[src/rtl/fifo_uart_tx_drain.sv]
// -----------------------------------------------------------------------------
// fifo_uart_tx_drain
// Pops bytes from a one-cycle-latency byte FIFO and serialises each one onto a
// UART-style line: start bit (0), DATA_W data bits LSB-first, an optional even
// parity bit, then a stop bit (1). Every serial bit lasts CLKS_PER_BIT clocks.
//
// Parameters
//   DATA_W        data byte width, matches the FIFO read data width
//   CLKS_PER_BIT  clk cycles per serial bit (>= 1)
//   PARITY_EN     1 inserts an even-parity bit between the data and stop bits
//
// Ports
//   clk         in   system clock, all logic on posedge
//   rst         in   synchronous reset, active-low
//   en          in   allows new bytes to be popped; a running frame always ends
//   fifo_empty  in   FIFO empty flag
//   fifo_dout   in   FIFO read data, valid the cycle after rd_en
//   rd_en       out  FIFO pop strobe, one-cycle pulse per byte (combinational)
//   tx          out  serial line, idle high (registered)
//   busy        out  high whenever the block is not idle
//   bytes_sent  out  count of completed frames, wraps 255 -> 0
// -----------------------------------------------------------------------------
module fifo_uart_tx_drain #(
  parameter int DATA_W       = 8,
  parameter int CLKS_PER_BIT = 4,
  parameter int PARITY_EN    = 0
) (
  input  logic              clk,
  input  logic              rst,
  input  logic              en,
  input  logic              fifo_empty,
  input  logic [DATA_W-1:0] fifo_dout,
  output logic              rd_en,
  output logic              tx,
  output logic              busy,
  output logic [7:0]        bytes_sent
);

  localparam int BAUD_W = (CLKS_PER_BIT > 1) ? $clog2(CLKS_PER_BIT) : 1;
  localparam int BIT_W  = (DATA_W > 1) ? $clog2(DATA_W) : 1;
  localparam logic [BAUD_W-1:0] BAUD_LAST = BAUD_W'(CLKS_PER_BIT - 1);
  localparam logic [BIT_W-1:0]  BIT_LAST  = BIT_W'(DATA_W - 1);
  localparam logic [BAUD_W-1:0] BAUD_ZERO = {BAUD_W{1'b0}};
  localparam logic [BIT_W-1:0]  BIT_ZERO  = {BIT_W{1'b0}};

  typedef enum logic [2:0] {
    S_IDLE   = 3'd0,
    S_WAIT   = 3'd1,
    S_START  = 3'd2,
    S_DATA   = 3'd3,
    S_PARITY = 3'd4,
    S_STOP   = 3'd5
  } state_t;

  // Even parity: the parity bit makes the total count of ones even.
  function automatic logic even_parity(input logic [DATA_W-1:0] b);
    return ^b;
  endfunction

  state_t              state_q, state_d;
  logic [BAUD_W-1:0]   baud_q, baud_d;
  logic [BIT_W-1:0]    bit_q, bit_d;
  logic [DATA_W-1:0]   shift_q, shift_d;
  logic                par_q, par_d;
  logic                tx_q, tx_d;
  logic [7:0]          sent_q, sent_d;
  logic                baud_last;

  assign rd_en      = (state_q == S_IDLE) && en && !fifo_empty;
  assign busy       = (state_q != S_IDLE);
  assign tx         = tx_q;
  assign bytes_sent = sent_q;
  assign baud_last  = (baud_q == BAUD_LAST);

  // Next-state, counters and the value tx takes after the coming edge.
  // tx_d is loaded one cycle ahead so the line changes exactly at bit boundaries.
  always_comb begin
    state_d = state_q;
    baud_d  = baud_q;
    bit_d   = bit_q;
    shift_d = shift_q;
    par_d   = par_q;
    tx_d    = tx_q;
    sent_d  = sent_q;
    case (state_q)
      S_IDLE: begin
        tx_d = 1'b1;
        if (rd_en) begin
          state_d = S_WAIT;
        end else begin
          state_d = S_IDLE;
        end
      end
      S_WAIT: begin
        // FIFO data is valid now; parity is taken here because the shift
        // register is consumed while the data bits go out.
        shift_d = fifo_dout;
        par_d   = even_parity(fifo_dout);
        baud_d  = BAUD_ZERO;
        bit_d   = BIT_ZERO;
        tx_d    = 1'b0;
        state_d = S_START;
      end
      S_START: begin
        if (baud_last) begin
          baud_d  = BAUD_ZERO;
          tx_d    = shift_q[0];
          state_d = S_DATA;
        end else begin
          baud_d = baud_q + BAUD_W'(1'b1);
        end
      end
      S_DATA: begin
        if (baud_last) begin
          baud_d  = BAUD_ZERO;
          shift_d = {1'b0, shift_q[DATA_W-1:1]};
          if (bit_q == BIT_LAST) begin
            bit_d = BIT_ZERO;
            if (PARITY_EN != 0) begin
              tx_d    = par_q;
              state_d = S_PARITY;
            end else begin
              tx_d    = 1'b1;
              state_d = S_STOP;
            end
          end else begin
            bit_d = bit_q + BIT_W'(1'b1);
            tx_d  = shift_d[0];
          end
        end else begin
          baud_d = baud_q + BAUD_W'(1'b1);
        end
      end
      S_PARITY: begin
        if (baud_last) begin
          baud_d  = BAUD_ZERO;
          tx_d    = 1'b1;
          state_d = S_STOP;
        end else begin
          baud_d = baud_q + BAUD_W'(1'b1);
        end
      end
      S_STOP: begin
        tx_d = 1'b1;
        if (baud_last) begin
          baud_d  = BAUD_ZERO;
          sent_d  = sent_q + 8'd1;
          state_d = S_IDLE;
        end else begin
          baud_d = baud_q + BAUD_W'(1'b1);
        end
      end
      default: begin
        state_d = S_IDLE;
        baud_d  = BAUD_ZERO;
        bit_d   = BIT_ZERO;
        tx_d    = 1'b1;
      end
    endcase
  end

  // State and datapath registers; reset aborts any frame in flight.
  always_ff @(posedge clk) begin
    if (!rst) begin
      state_q <= S_IDLE;
      baud_q  <= BAUD_ZERO;
      bit_q   <= BIT_ZERO;
      shift_q <= {DATA_W{1'b0}};
      par_q   <= 1'b0;
      tx_q    <= 1'b1;
      sent_q  <= 8'd0;
    end else begin
      state_q <= state_d;
      baud_q  <= baud_d;
      bit_q   <= bit_d;
      shift_q <= shift_d;
      par_q   <= par_d;
      tx_q    <= tx_d;
      sent_q  <= sent_d;
    end
  end

endmodule

[config.mk]
export PLATFORM = sky130hd
export DESIGN_NAME = fifo_uart_tx_drain
export DESIGN_NICKNAME = d
export VERILOG_FILES = /design/src/rtl/fifo_uart_tx_drain.sv
export SDC_FILE = /design/constraint.sdc
export NUM_CORES = 1
export LEC_CHECK = 0
export ABC_AREA = 1
export CAP_MARGIN = 20
export CORE_AREA = 5 5 56 58
export DETAILED_ROUTE_END_ITERATION = 6
export DIE_AREA = 0 0 61 63
export PLACE_DENSITY = 0.8
export SYNTH_ARGS = -nofsm -noshare
export SYNTH_HDL_FRONTEND = slang
export SYNTH_SLANG_ARGS = --single-unit
[constraint.sdc]
create_clock -name clk -period 3.2 [get_ports clk]
set_input_delay 0.64 -clock clk [delete_from_list [all_inputs] [get_ports clk]]
set_output_delay 0.64 -clock clk [all_outputs]
set_load 0.03 [all_outputs]
==> results of run 1 <==
## final cells by class
class,instances,area (sq um)
Timing Repair Buffer,22,220
Inverter,35,134
Fill cell,256,1000
Clock buffer,3,22.5
Tap cell,31,38.8
Multi-Input combinational cell,136,687
Clock inverter,1,7.51
Sequential cell,25,500
## worst min path at each step
stage | startpoint | to
finish | shift_q[3] | shift_q[3]
global route | shift_q[5] | shift_q[5]
CTS | shift_q[5] | shift_q[5]
detailed placement | shift_q[5] | shift_q[5]
global placement | shift_q[3] | shift_q[3]
floorplan | shift_q[0] | shift_q[0]
## power breakdown
group | internal [mW] | leakage (nW) | switching (mW)
clock | 0.0478 | 0.0139 | 0.0978
sequential | 0.374 | 0.203 | 0.0561
combinational | 0.145 | 0.467 | 0.230
total | 0.567 | 0.684 | 0.384
## sequential cells by signal (all words and copies together), names as in the netlist
register    cells
baud_q          2
tx              1
shift_q         8
bytes_sent      8
bit_q           3
state_q         3
## tightest hold or removal path: stages, from the launching register on
cell and delay [ps]:
dfxtp_1 340, nand2_1 60, a21oi_1 50
## metal layers
metal / part of all wire (%) / track usage [%] / wire length [um]
met5: 0 / 0 / 0
met4: 1.2 / 6.50 / 31
met3: 3.4 / 2.69 / 91
met2: 46 / 24.9 / 1230
met1: 49 / 19.8 / 1300
## Yosys cell counts (all sizes together)
library cell / count
nor3: 1
nand4: 5
a21oi: 14
clkbuf: 1
nand2: 59
o21ai: 13
nor2: 24
dfxtp: 25
buf: 3
ha: 4
nand3: 9
o211ai: 7
inv: 35
## logic make-up (layout without fill, tap and decap cells)
logic type	after synthesis	after routing	share of synthesized area [%]
AND/OR/NAND/NOR	98	98	33.1
buffers and inverters	39	61	11.8
AO/OA/AOI/OAI	34	34	14.2
flip-flops	25	25	37.2
adder cells (fa/ha/maj)	4	4	3.72
## stage by stage
step	util [%]	hold WS, ps	cells
after global routing	61.6	500	253
final	61.6	474	253
after detailed placement	60.4	456	249
after global placement	60.4	454	249
after CTS	61.6	476	253
after floorplan	-	442	200
==> flow_summary.html, run 1 <==
<table>
<tr><th>Metric</th><th>Value</th></tr>
<tr><th colspan="2">Yosys</th></tr>
<tr><td>Post-Syn Nets</td><td>216</td></tr>
<tr><td>Leading cell types by total area after synthesis</td><td>dfxtp_1, nand2_1, inv_1</td></tr>
<tr><td>Cell accounting for the most synthesized area</td><td>dfxtp_1</td></tr>
<tr><td>Part of the Yosys area used for sequential elements</td><td>between 30% and 40%</td></tr>
<tr><td>FF+latch count, synth</td><td>25</td></tr>
<tr><td>Gate Count Post-Synth</td><td>200</td></tr>
<tr><td>Synth warn</td><td>0</td></tr>
<tr><td>Average cell area after synthesis</td><td>6.73 sq um</td></tr>
<tr><td>Number of distinct library cell variants in the gate-level netlist after synthesis</td><td>23</td></tr>
<tr><td>Cell area after technology mapping</td><td>0.00135 sq mm</td></tr>
<tr><td>Yosys top cell area share</td><td>roughly 37%</td></tr>
<tr><th colspan="2">Placement</th></tr>
<tr><td>Number of port buffers</td><td>22</td></tr>
<tr><td>Worst slack, placed</td><td>551 ps</td></tr>
<tr><td>Final HPWL from detailed placement</td><td>1960 um</td></tr>
<tr><td>Standard cell area after detailed placement</td><td>0.00158 sq mm</td></tr>
<tr><td>Placer's final routability congestion estimate</td><td>about 0.85</td></tr>
<tr><th colspan="2">STA</th></tr>
<tr><td>Worst-margin pin slew</td><td>449 ps</td></tr>
<tr><td>Worst slew margin</td><td>70.0%</td></tr>
<tr><td>Final setup violation count</td><td>0</td></tr>
<tr><td>Max-slew violation count</td><td>0</td></tr>
<tr><td>Minimum setup slack in the final design</td><td>558 ps</td></tr>
<tr><td>Worst clock skew</td><td>5.05 ps</td></tr>
<tr><td>Crit share post-route</td><td>82.6%</td></tr>
<tr><td>Setup repair after global routing missed its margin</td><td>false</td></tr>
<tr><td>Number of hold-slack violations in the final timing report</td><td>0</td></tr>
<tr><td>Summed negative setup slack over all endpoints</td><td>0 ps</td></tr>
<tr><td>Tmin final</td><td>~2600 ps</td></tr>
<tr><td>Max frequency</td><td>between 300 and 400 MHz</td></tr>
<tr><th colspan="2">Detailed routing</th></tr>
<tr><td>DR iter-0 viols</td><td>78</td></tr>
<tr><td>Routed wire length</td><td>2660 um</td></tr>
<tr><td>Vias</td><td>1251</td></tr>
<tr><td>Number of design rule violations left after detail routing</td><td>0</td></tr>
<tr><td>Remaining antenna violation count after routing</td><td>0</td></tr>
<tr><td>Via density per instance</td><td>4.94</td></tr>
<tr><td>Length of the first detailed-routing pass in iterations</td><td>4</td></tr>
<tr><td>Routed wirelength normalized by instance count</td><td>10.5 um</td></tr>
<tr><th colspan="2">Worst setup path</th></tr>
<tr><td>Type of origin of the critical path</td><td>input pin</td></tr>
<tr><td>Crit path max-delay family</td><td>buffers and inverters</td></tr>
<tr><td>R2R depth</td><td>8</td></tr>
<tr><td>Required time of the critical path</td><td>about 2600 ps</td></tr>
<tr><td>Crit path depth</td><td>6</td></tr>
<tr><td>Highest-delay cell along the critical path</td><td>clkdlybuf4s50_1</td></tr>
<tr><td>CP startpoint</td><td>en</td></tr>
<tr><td>Crit Path Class</td><td>input pin to output port</td></tr>
<tr><td>Startpoint of the worst register-to-register path</td><td>baud_q[0]</td></tr>
<tr><td>Capture point of the worst path</td><td>rd_en</td></tr>
<tr><td>Worst reg2reg setup slack</td><td>1630 ps</td></tr>
<tr><td>Terminus of the critical flop-to-flop path</td><td>bit_q[2]</td></tr>
<tr><td>CP cell instances</td><td>clkdlybuf4s50_1, inv_1, nor2_1, nand2_1, inv_1, clkdlybuf4s50_1</td></tr>
<tr><td>Maximum fanout count along the critical path</td><td>2</td></tr>
<tr><td>Crit path buf inv count</td><td>4</td></tr>
<tr><td>Crit path arrival time</td><td>2000 ps</td></tr>
<tr><td>CP Capture Type</td><td>output port</td></tr>
<tr><td>Maximum cell stage delay along the critical path</td><td>660 ps</td></tr>
<tr><th colspan="2">GRT</th></tr>
<tr><td>Wire length of the first global-routing pass</td><td>approximately 4700 um</td></tr>
<tr><td>Initial antenna violation count</td><td>0</td></tr>
<tr><td>Total Routing Usage GR</td><td>between 15 and 20%</td></tr>
<tr><td>Maximum number of pins on one net before global-route repair</td><td>19</td></tr>
<tr><td>Via count of the first global-routing pass</td><td>1187</td></tr>
<tr><td>GR Overflow Total</td><td>0</td></tr>
<tr><th colspan="2">CTS</th></tr>
<tr><td>Clock tree from TritonCTS</td><td>yes</td></tr>
<tr><td>Number of buffers created by CTS</td><td>3</td></tr>
<tr><td>Number of gates resized after cts</td><td>0</td></tr>
<tr><td>Cts hold-fix bufs</td><td>0</td></tr>
<tr><td>Worst-Skew Late Latency</td><td>around 320 ps</td></tr>
<tr><td>Buffers from clock root to sink, at most</td><td>2</td></tr>
<tr><td># clock sinks</td><td>25</td></tr>
<tr><td>H-tree levels</td><td>1</td></tr>
<tr><td>CTS root buffer</td><td>clkbuf_4</td></tr>
<tr><td>Buffer count from post-CTS setup fixing</td><td>0</td></tr>
<tr><td>Clk slew on worst S/H paths</td><td>approximately 140 ps</td></tr>
<tr><th colspan="2">Power and ir drop</th></tr>
<tr><td>Lkg Pwr</td><td>approximately 0.68 nW</td></tr>
<tr><td>Power Total</td><td>0.951 mW</td></tr>
<tr><td>Ratio of total power to cell area</td><td>591 mW/mm^2</td></tr>
<tr><td>Peak supply drop</td><td>0.000374 V</td></tr>
<tr><th colspan="2">Die</th></tr>
<tr><td>Vert. Die Dim</td><td>63 um</td></tr>
<tr><td># IOs</td><td>23</td></tr>
<tr><td>Width of the chip</td><td>61 um</td></tr>
<tr><td>Row Count</td><td>19</td></tr>
<tr><td>Core area</td><td>0.00262 sq mm</td></tr>
<tr><td>Initial core utilization</td><td>roughly half</td></tr>
<tr><td>Area of the die</td><td>0.00384 sq mm</td></tr>
<tr><th colspan="2">Outcome</th></tr>
<tr><td>Result of the run</td><td>finished, final reports clean</td></tr>
<tr><th colspan="2">Cells and area</th></tr>
<tr><td>Commonest cells after routing, fill and taps aside</td><td>nand2_1, inv_1, dfxtp_1, clkdlybuf4s50_1, nor2_1</td></tr>
<tr><td>Fraction of layout instances using a drive strength above 1</td><td>9.01%</td></tr>
<tr><td>Most common cell after layout, fill and taps aside</td><td>nand2_1</td></tr>
<tr><td>Final Cell Area</td><td>0.00161 sq mm</td></tr>
<tr><td>Synthesis-to-layout area growth</td><td>19.6%</td></tr>
<tr><td>Post-layout nets</td><td>239</td></tr>
<tr><td>Number of antenna cells inserted</td><td>0</td></tr>
<tr><th colspan="2">Worst hold path</th></tr>
<tr><td>Min-Delay Path Class</td><td>flop to flop</td></tr>
<tr><td>Cell depth of the worst hold path</td><td>2</td></tr>
<tr><th colspan="2">Flow run</th></tr>
<tr><td>Max-capacitance violation count</td><td>0</td></tr>
</table>
(Power assumes the default switching activity.)
==> run 2: changes to the inputs <==
--- a/config.mk
+++ b/config.mk
@@ -7,10 +7,10 @@
 export LEC_CHECK = 0
 export ABC_AREA = 1
 export CAP_MARGIN = 20
-export CORE_AREA = 5 5 56 58
+export CORE_AREA = 5 5 60 62
 export DETAILED_ROUTE_END_ITERATION = 6
-export DIE_AREA = 0 0 61 63
-export PLACE_DENSITY = 0.8
+export DIE_AREA = 0 0 65 67
+export PLACE_DENSITY = 0.73
 export SYNTH_ARGS = -nofsm -noshare
 export SYNTH_HDL_FRONTEND = slang
 export SYNTH_SLANG_ARGS = --single-unit
==> constraint.sdc (replaced) <==
create_clock -name clk -period 2.4 [get_ports clk]
set_input_delay 0.48 -clock clk [delete_from_list [all_inputs] [get_ports clk]]
set_output_delay 0.48 -clock clk [all_outputs]
set_load 0.03 [all_outputs]
==> flow_summary.html, run 2 (same netlist as run 1, synthesis figures left out) <==
<table>
<tr><th>Metric</th><th>Value</th></tr>
<tr><th colspan="2">Placement</th></tr>
<tr><td>Placer's final routability congestion estimate</td><td>around 0.77</td></tr>
<tr><td>Standard cell area after detailed placement</td><td>0.00160 sq mm</td></tr>
<tr><td>Final HPWL from detailed placement</td><td>2000 um</td></tr>
<tr><td>Number of port buffers</td><td>22</td></tr>
<tr><td>Worst slack, placed</td><td>89.2 ps</td></tr>
<tr><td>Total placed cells including tap cells</td><td>about 250</td></tr>
<tr><th colspan="2">Flow run</th></tr>
<tr><td>Max-capacitance violation count</td><td>0</td></tr>
<tr><th colspan="2">Cells and area</th></tr>
<tr><td>Synthesis-to-layout area growth</td><td>20.6%</td></tr>
<tr><td>Number of antenna cells inserted</td><td>0</td></tr>
<tr><td>Post-layout nets</td><td>about 240</td></tr>
<tr><td>Most common cell after layout, fill and taps aside</td><td>nand2_1</td></tr>
<tr><td>Area occupied by multi-input gates</td><td>approximately 690 sq um</td></tr>
<tr><td>Commonest cells after routing, fill and taps aside</td><td>nand2_1, inv_1, dfxtp_1, clkdlybuf4s50_1, nor2_1</td></tr>
<tr><td>Combined flip-flop and latch cell area</td><td>502 sq um</td></tr>
<tr><td>Final cell count without fillers</td><td>257</td></tr>
<tr><td>Final-layout fill cell count</td><td>297</td></tr>
<tr><td>Util after Layout</td><td>a little over half</td></tr>
<tr><td>Final Cell Area</td><td>0.00162 sq mm</td></tr>
<tr><td>Fraction of layout instances using a drive strength above 1</td><td>9.82%</td></tr>
<tr><th colspan="2">STA</th></tr>
<tr><td>Final setup violation count</td><td>0</td></tr>
<tr><td>Max-slew violation count</td><td>0</td></tr>
<tr><td>Post-route worst hold slack</td><td>474 ps</td></tr>
<tr><td>Worst-margin pin slew</td><td>449 ps</td></tr>
<tr><td>Number of hold-slack violations in the final timing report</td><td>0</td></tr>
<tr><td>Summed negative setup slack over all endpoints</td><td>0 ps</td></tr>
<tr><td>Max frequency</td><td>442 MHz</td></tr>
<tr><td>Setup repair after global routing missed its margin</td><td>false</td></tr>
<tr><td>Tmin final</td><td>between 2000 and 2500 ps</td></tr>
<tr><td>Minimum setup slack in the final design</td><td>137 ps</td></tr>
<tr><td>Worst slew margin</td><td>70.0%</td></tr>
<tr><td>Crit share post-route</td><td>about 94%</td></tr>
<tr><td>Worst clock skew</td><td>approximately 4.5 ps</td></tr>
<tr><th colspan="2">CTS</th></tr>
<tr><td>Clk slew on worst S/H paths</td><td>130 ps</td></tr>
<tr><td># clock sinks</td><td>25</td></tr>
<tr><td>H-tree levels</td><td>1</td></tr>
<tr><td>CTS root buffer</td><td>clkbuf_4</td></tr>
<tr><td>Cts hold-fix bufs</td><td>0</td></tr>
<tr><td>Number of buffers created by CTS</td><td>3</td></tr>
<tr><td>Buffers from clock root to sink, at most</td><td>2</td></tr>
<tr><td>Clock tree from TritonCTS</td><td>yes</td></tr>
<tr><td>Worst-Skew Late Latency</td><td>310 ps</td></tr>
<tr><th colspan="2">GRT</th></tr>
<tr><td>Wire length of the first global-routing pass</td><td>4800 um</td></tr>
<tr><td>Initial antenna violation count</td><td>0</td></tr>
<tr><td>GR Overflow Total</td><td>0</td></tr>
<tr><td>Via count of the first global-routing pass</td><td>1158</td></tr>
<tr><td>Total Routing Usage GR</td><td>a little over an eighth</td></tr>
<tr><td>Maximum number of pins on one net before global-route repair</td><td>19</td></tr>
<tr><th colspan="2">Worst setup path</th></tr>
<tr><td>Highest-delay cell along the critical path</td><td>clkdlybuf4s50_1</td></tr>
<tr><td>Crit Path Class</td><td>flop to output port</td></tr>
<tr><td>Maximum fanout count along the critical path</td><td>6</td></tr>
<tr><td>Crit path buf inv count</td><td>3</td></tr>
<tr><td>Crit path max-delay family</td><td>buffers and inverters</td></tr>
<tr><td>Terminus of the critical flop-to-flop path</td><td>bit_q[0]</td></tr>
<tr><td>CP cell instances</td><td>inv_2, nand2_1, nor2_1, inv_1, clkdlybuf4s50_1</td></tr>
<tr><td>Type of origin of the critical path</td><td>flop</td></tr>
<tr><td>CP Capture Type</td><td>output port</td></tr>
<tr><td>Maximum cell stage delay along the critical path</td><td>600 ps</td></tr>
<tr><td>Crit path arrival time</td><td>1780 ps</td></tr>
<tr><td>Worst reg2reg setup slack</td><td>slightly above 800 ps</td></tr>
<tr><td>Startpoint of the worst register-to-register path</td><td>baud_q[0]</td></tr>
<tr><td>Required time of the critical path</td><td>1920 ps</td></tr>
<tr><td>R2R depth</td><td>8</td></tr>
<tr><th colspan="2">Power and ir drop</th></tr>
<tr><td>Power Total</td><td>1.27 mW</td></tr>
<tr><td>Peak supply drop</td><td>~0.00028 V</td></tr>
<tr><td>Ratio of total power to cell area</td><td>784 mW/mm^2</td></tr>
<tr><td>Lkg Pwr</td><td>0.699 nW</td></tr>
<tr><th colspan="2">Detailed routing</th></tr>
<tr><td>Number of design rule violations left after detail routing</td><td>0</td></tr>
<tr><td>Length of the first detailed-routing pass in iterations</td><td>4</td></tr>
<tr><td>Vias</td><td>1274</td></tr>
<tr><td>Routed wire length</td><td>approximately 2700 um</td></tr>
<tr><td>Via density per instance</td><td>about 5.0</td></tr>
<tr><td>Remaining antenna violation count after routing</td><td>0</td></tr>
<tr><td>Routed wirelength normalized by instance count</td><td>10.5 um</td></tr>
<tr><td>DR iter-0 viols</td><td>96</td></tr>
<tr><th colspan="2">Worst hold path</th></tr>
<tr><td>Cell depth of the worst hold path</td><td>2</td></tr>
<tr><td>Start point of the worst min-delay path</td><td>shift_q[5]</td></tr>
<tr><td>Min-Delay Path Class</td><td>flop to flop</td></tr>
<tr><td>Worst hold path endpoint</td><td>shift_q[5]</td></tr>
<tr><th colspan="2">Die</th></tr>
<tr><td>Vert. Die Dim</td><td>67 um</td></tr>
<tr><td>Initial core utilization</td><td>45.2%</td></tr>
<tr><td># IOs</td><td>23</td></tr>
<tr><td>Area of the die</td><td>0.00436 sq mm</td></tr>
<tr><td>Core area</td><td>0.00298 sq mm</td></tr>
<tr><td>Row Count</td><td>20</td></tr>
<tr><td>Width of the chip</td><td>65 um</td></tr>
<tr><th colspan="2">Outcome</th></tr>
<tr><td>Result of the run</td><td>finished, final reports clean</td></tr>
</table>
-- run 2: cell count changes in the layout (fill, tap and decap cells not counted), sizes merged --
cell           before  now
dlygate4sd2         0    1
clkinvlp            1    0
buf                 0    2
clkdlybuf4s50      22   21
clkbuf              3    4
-- run 2: layout make-up --
type,instances,area share [%]
Multi-Input combinational cell,136,42.3
Clock buffer,4,1.62
Sequential cell,25,30.9
Tap cell,33,2.54
Timing Repair Buffer,24,14.4
Inverter,35,8.24
-- run 2: worst max path at each step --
stage,start,end,cells after the start
2_1_floorplan,state_q[0],rd_en,6
3_3_place_gp,en,rd_en,6
3_5_place_dp,en,rd_en,6
4_1_cts,state_q[1],busy,5
5_1_grt,state_q[1],busy,5
6_report,state_q[1],busy,5
-- run 2: timing repair --
| action | 4_1_cts | 5_1_grt |
|---|---|---|
| resized for setup | 1 | 1 |
| setup buffers | 0 | 0 |
| setup endpoints to repair | 1 | 1 |
-- run 2: metal layers --
layer | vias up | share of wire, % | GRT usage, %
li1 | 683 | - | -
met1 | 566 | 50 | 18.0
met2 | 21 | 46 | 22.5
met3 | 4 | 2.9 | 2.70
met4 | 0 | 0.82 | 3.17
met5 | - | 0 | 0
-- run 2: worst register-to-register path, cell delays in order, from the launching register on --
cell     delay (ps)
dfxtp_1         390
ha_1            290
inv_1           110
nand2_1          80
nand3_2         190
o21ai_2         190
o21ai_0         130
nand2_1          70
nor2_1           30
-- run 2: report_power, final --
part	internal, mW	switching [mW]	total [mW]
registers	0.501	0.0660	0.567
clock network	0.0649	0.121	0.186
logic	0.200	0.321	0.521
